### src/rtl/mux2_rr_arbiter.sv
// Two-requester round-robin arbiter that grants one stream at a time to a shared 2:1 mux.
// A grant ends on its last beat, on the beat limit, or when the owner stops sending for too long.
module mux2_rr_arbiter #(
  parameter int WIDTH         = 8,
  parameter int MAX_BURST     = 16,
  parameter int STALL_TIMEOUT = 8
) (
  input  logic             clk,
  input  logic             rst,
  input  logic             req0_valid,
  input  logic [WIDTH-1:0] req0_data,
  input  logic             req0_last,
  output logic             req0_ready,
  input  logic             req1_valid,
  input  logic [WIDTH-1:0] req1_data,
  input  logic             req1_last,
  output logic             req1_ready,
  output logic             out_valid,
  output logic [WIDTH-1:0] out_data,
  output logic             out_last,
  input  logic             out_ready,
  output logic             sel,
  output logic             busy
);

  localparam int BW = $clog2(MAX_BURST + 1);
  localparam int SW = (STALL_TIMEOUT > 0) ? $clog2(STALL_TIMEOUT + 1) : 1;
  localparam logic [BW-1:0] BEAT_LAST  = BW'(MAX_BURST - 1);
  localparam logic [SW-1:0] STALL_LAST = SW'((STALL_TIMEOUT > 0) ? STALL_TIMEOUT - 1 : 0);

  typedef enum logic {IDLE, GRANT} state_t;

  state_t          state_reg;
  logic            grant_reg;
  logic            last_winner_reg;
  logic [BW-1:0]   beat_cnt_reg;
  logic [SW-1:0]   stall_cnt_reg;

  logic             active;
  logic             g_valid;
  logic             g_last;
  logic [WIDTH-1:0] g_data;
  logic             xfer;

  // Datapath is purely combinational from the registered grant; nothing is buffered.
  assign active  = (state_reg == GRANT);
  assign g_valid = grant_reg ? req1_valid : req0_valid;
  assign g_last  = grant_reg ? req1_last  : req0_last;
  assign g_data  = grant_reg ? req1_data  : req0_data;

  assign out_valid  = active & g_valid;
  assign out_data   = active ? g_data : '0;
  assign out_last   = active & (g_last | (beat_cnt_reg == BEAT_LAST));
  assign req0_ready = active & ~grant_reg & out_ready;
  assign req1_ready = active &  grant_reg & out_ready;
  assign sel        = grant_reg;
  assign busy       = active;
  assign xfer       = active & g_valid & out_ready;

  always_ff @(posedge clk or posedge rst) begin
    if (rst) begin
      state_reg       <= IDLE;
      grant_reg       <= 1'b0;
      last_winner_reg <= 1'b1;
      beat_cnt_reg    <= '0;
      stall_cnt_reg   <= '0;
    end else begin
      case (state_reg)
        IDLE: begin
          if (req0_valid | req1_valid) begin
            state_reg <= GRANT;
            if (req0_valid & req1_valid)
              grant_reg <= ~last_winner_reg;
            else
              grant_reg <= req1_valid;
          end
        end
        GRANT: begin
          if (xfer) begin
            if (out_last) begin
              state_reg       <= IDLE;
              last_winner_reg <= grant_reg;
              beat_cnt_reg    <= '0;
              stall_cnt_reg   <= '0;
            end else begin
              beat_cnt_reg  <= beat_cnt_reg + 1'b1;
              stall_cnt_reg <= '0;
            end
          end else if (!g_valid) begin
            // Back-pressure (valid high, out_ready low) leaves the stall count alone.
            if ((STALL_TIMEOUT > 0) && (stall_cnt_reg == STALL_LAST)) begin
              state_reg       <= IDLE;
              last_winner_reg <= grant_reg;
              beat_cnt_reg    <= '0;
              stall_cnt_reg   <= '0;
            end else if (stall_cnt_reg != '1) begin
              stall_cnt_reg <= stall_cnt_reg + 1'b1;
            end
          end
        end
        default: state_reg <= IDLE;
      endcase
    end
  end

endmodule

### config.mk
export PLATFORM = sky130hd
export DESIGN_NAME = mux2_rr_arbiter
export DESIGN_NICKNAME = d
export VERILOG_FILES = /design/src/rtl/mux2_rr_arbiter.sv
export SDC_FILE = /design/constraint.sdc
export NUM_CORES = 1
export LEC_CHECK = 0
export BUFFER_PORTS_ARGS = -buffer_cell sky130_fd_sc_hd__clkbuf_2
export CAP_MARGIN = 20
export CELL_PAD_IN_SITES_DETAIL_PLACEMENT = 0
export CELL_PAD_IN_SITES_GLOBAL_PLACEMENT = 1
export CORE_MARGIN = 2
export CORE_UTILIZATION = 30
export DETAILED_ROUTE_END_ITERATION = 6
export GPL_TIMING_DRIVEN = 0
export PLACE_DENSITY = 0.75
export REMOVE_ABC_BUFFERS = 1
export SETUP_SLACK_MARGIN = 0.05
export SLEW_MARGIN = 20
export SYNTH_ARGS = -nofsm -noshare
export SYNTH_HDL_FRONTEND = slang
export SYNTH_SLANG_ARGS = --single-unit
### constraint.sdc
create_clock -name clk -period 1.5 [get_ports clk]
set_input_delay 0.225 -clock clk [delete_from_list [all_inputs] [get_ports clk]]
set_output_delay 0.225 -clock clk [all_outputs]
set_load 0.05 [all_outputs]
==> flow_metrics.py <==
metrics = {
    "drt": {
        "post_drt_wl_per_cell_um": 13.5,
        "drt_iter0_drc": 21,
        "vias": 928,
        "routed_wl_mm": 2.48,
        "routed_via_density": 5.04,
        "drt_pre_antenna_iters": 4,
        "ant_nets": 0,
        "drc": 0,
    },
    "clock_network": {
        "cts_root_buf": "clkbuf_4",
        "clk_latency_ps": 270,
        "cts_sinks": 12,
        "clk_path_buf_depth": 2,
        "cts_max_level": 1,
        "cts_made_buffers": 3,
        "path_clk_slew_ps": 90,
        "cts_tree": "built",
    },
    "final_layout": {
        "seq_area_um2": 307,
        "postLayoutCoreUtil": 0.590,
        "final_cell_count_no_fill": 184,
        "fillCellCount": 228,
        "largest_register_ffs": 5,
        "drive_above_1_share": 0.595,
        "antennaDiodeCount": 0,
        "fin_nets": 180,
        "area_growth_pct": 89.6,
        "multiInputGateArea_um2": 614,
    },
    "floorplan": {
        "dieArea_um2": 3250,
        "initial_core_util": 0.311,
        "chipWidth_um": 57.0,
        "die_h_um": 57.0,
        "rows": 19,
        "core_um2": 2710,
        "ios": 37,
    },
    "synth": {
        "synth.avg_cell_area_um2": 9.27,
        "synth-edff-count": 0,
        "ys_ff_latch": 12,
        "syn_inst": 91,
        "synth.distinct_cells": 36,
        "synthArstFlopShare": 1.00,
        "yosysWarnings": 0,
        "yosys-top-cells-count": "nor2_1 (12), dfrtp_1 (11), mux2i_1 (11)",
        "ys_top_cells_by_area": "dfrtp_1 (33%), mux2i_1 (13%), nor2_1 (5.3%)",
        "synth_top_area_frac": 0.326,
        "synth-main-ff-cell": "dfrtp_1",
        "synth_top_area_cell": "dfrtp_1",
        "syn_area_um2": 843,
        "ys_seq_area_frac": 0.358,
        "yosysMostFrequentCell": "nor2_1",
    },
    "global_routing": {
        "grt_max_degree": 13,
        "grt_pass1_wl_mm": 4.06,
        "overflow": 0,
        "grtUsageTotal": 0.162,
        "antenna_found_initial": 0,
        "grt_pass1_vias": 972,
    },
    "timing": {
        "setup_ws_ps": -258,
        "finalSetupViolCount": 21,
        "fmax_ghz": 0.569,
        "worst_slew_pin_slew_ps": 487,
        "relSlewSlack": 0.675,
        "hold_viol_final": 0,
        "skew_ps": 7.29,
        "fin_crit_sh": 1.17,
        "min_period_ps": 1760,
        "rsz0062_at_grt": "yes",
        "setup_tns_ps": -3590,
        "maxSlewViolCount": 0,
    },
    "run_status": {
        "violations": "setup timing",
        "status": "complete, but fails checks",
    },
    "place": {
        "hpwl_mm": 1.54,
        "preCtsSetupSlack_ps": -502,
        "place_congestion": 0.737,
        "io_buffers": 36,
        "dp_cells": 154,
    },
    "pwr": {
        "power_w": 0.00322,
        "power_density_nw_per_um2": 2010,
        "peakVddDrop_mv": 1.54,
        "p_leak_nw": 0.771,
    },
    "setup_path": {
        "crit_fanout": 5,
        "reg2regPathDepth": 5,
        "worstReg2RegEnd": "last_winner_reg",
        "arrival_ps": 1960,
        "r2r_start": "sel",
        "critPathLaunchType": "register",
        "ff2ff_setup_slack_ps": -260,
        "setup.worst_path.end_class": "register",
        "critical_path_class": "reg2reg",
        "cp.required_ps": 1700,
    },
    "worst_hold_path": {
        "hold_depth": 3,
        "hold_start": "req1_valid",
        "hold_path_end": "busy",
        "hold_class": "in2reg",
    },
    "job": {
        "maxCapViolations": 0,
    },
}
[stage by stage]
stage          hold WS (ps)  cell area (µm²)
2_1_floorplan          89.0              816
3_3_place_gp            240             1030
3_5_place_dp            251             1030
4_1_cts                 262             1510
5_1_grt                 290             1600
6_report                275             1600
[cell type report]
type | instances | area share
flip-flops and latches | 12 | 0.192
well taps | 31 | 0.0243
clock buffers | 4 | 0.0227
multi-input cells | 71 | 0.384
repair buffers | 62 | 0.365
inverters | 4 | 0.0117
[kinds of logic after synthesis]
group | after synthesis | synth area share
DFF | 12 | 0.358
AOI/OAI and AO/OA | 18 | 0.157
muxes | 13 | 0.162
buffers and inverters | 8 | 0.0504
adders and majority gates | 3 | 0.0445
and+or+nand+nor | 37 | 0.228
[layer usage]
metal	track usage	routed length [µm]
met5	0	0
met2	0.294	1290
met4	0.0797	48
met3	0.0181	131
met1	0.186	1010
[report_power, final]
group          internal (W)  switching, W  total [W]
clock              0.000147      0.000116   0.000264
combinational       0.00121       0.00114    0.00235
sequential         0.000455      0.000149   0.000604
[worst max-delay path, stage by stage (launching register included)]
cell and delay, ps:
dfrtp_4 530, buf_6 130, mux2_4 330, nor3_4 230, o2bb2ai_2 160, mux2_4 310
[what timing repair did]
action | CTS | global route
pin swaps | 10 | 6
setup buffers | 17 | 7
endpoints found under the setup margin | 24 | 23
endpoints found under the hold margin | 11 | 0
hold buffers | 1 | 0
gates resized for setup | 54 | 11
cloned | 1 | 0
[how the worst max path moves through the flow]
stage / from / end / slack [ps] / cells past startpoint
after floorplan: sel / out_last / -710 / 3
after global placement: sel / last_winner_reg / -480 / 4
after detailed placement: sel / last_winner_reg / -500 / 4
after CTS: beat_cnt_reg[1] / out_last / -280 / 6
after global routing: sel / out_data[1] / -320 / 5
final: sel / last_winner_reg / -260 / 5
[cell usage in the layout (no fill, tap or decap), drive strengths merged, types with 3 or more instances in the layout]
cell	instances
buf	27
clkbuf	38
dfrtp	11
ha	3
inv	3
mux2i	11
nand2	9
nor2	12
nor3	3
o21ai	5
(Power assumes the default switching activity.)
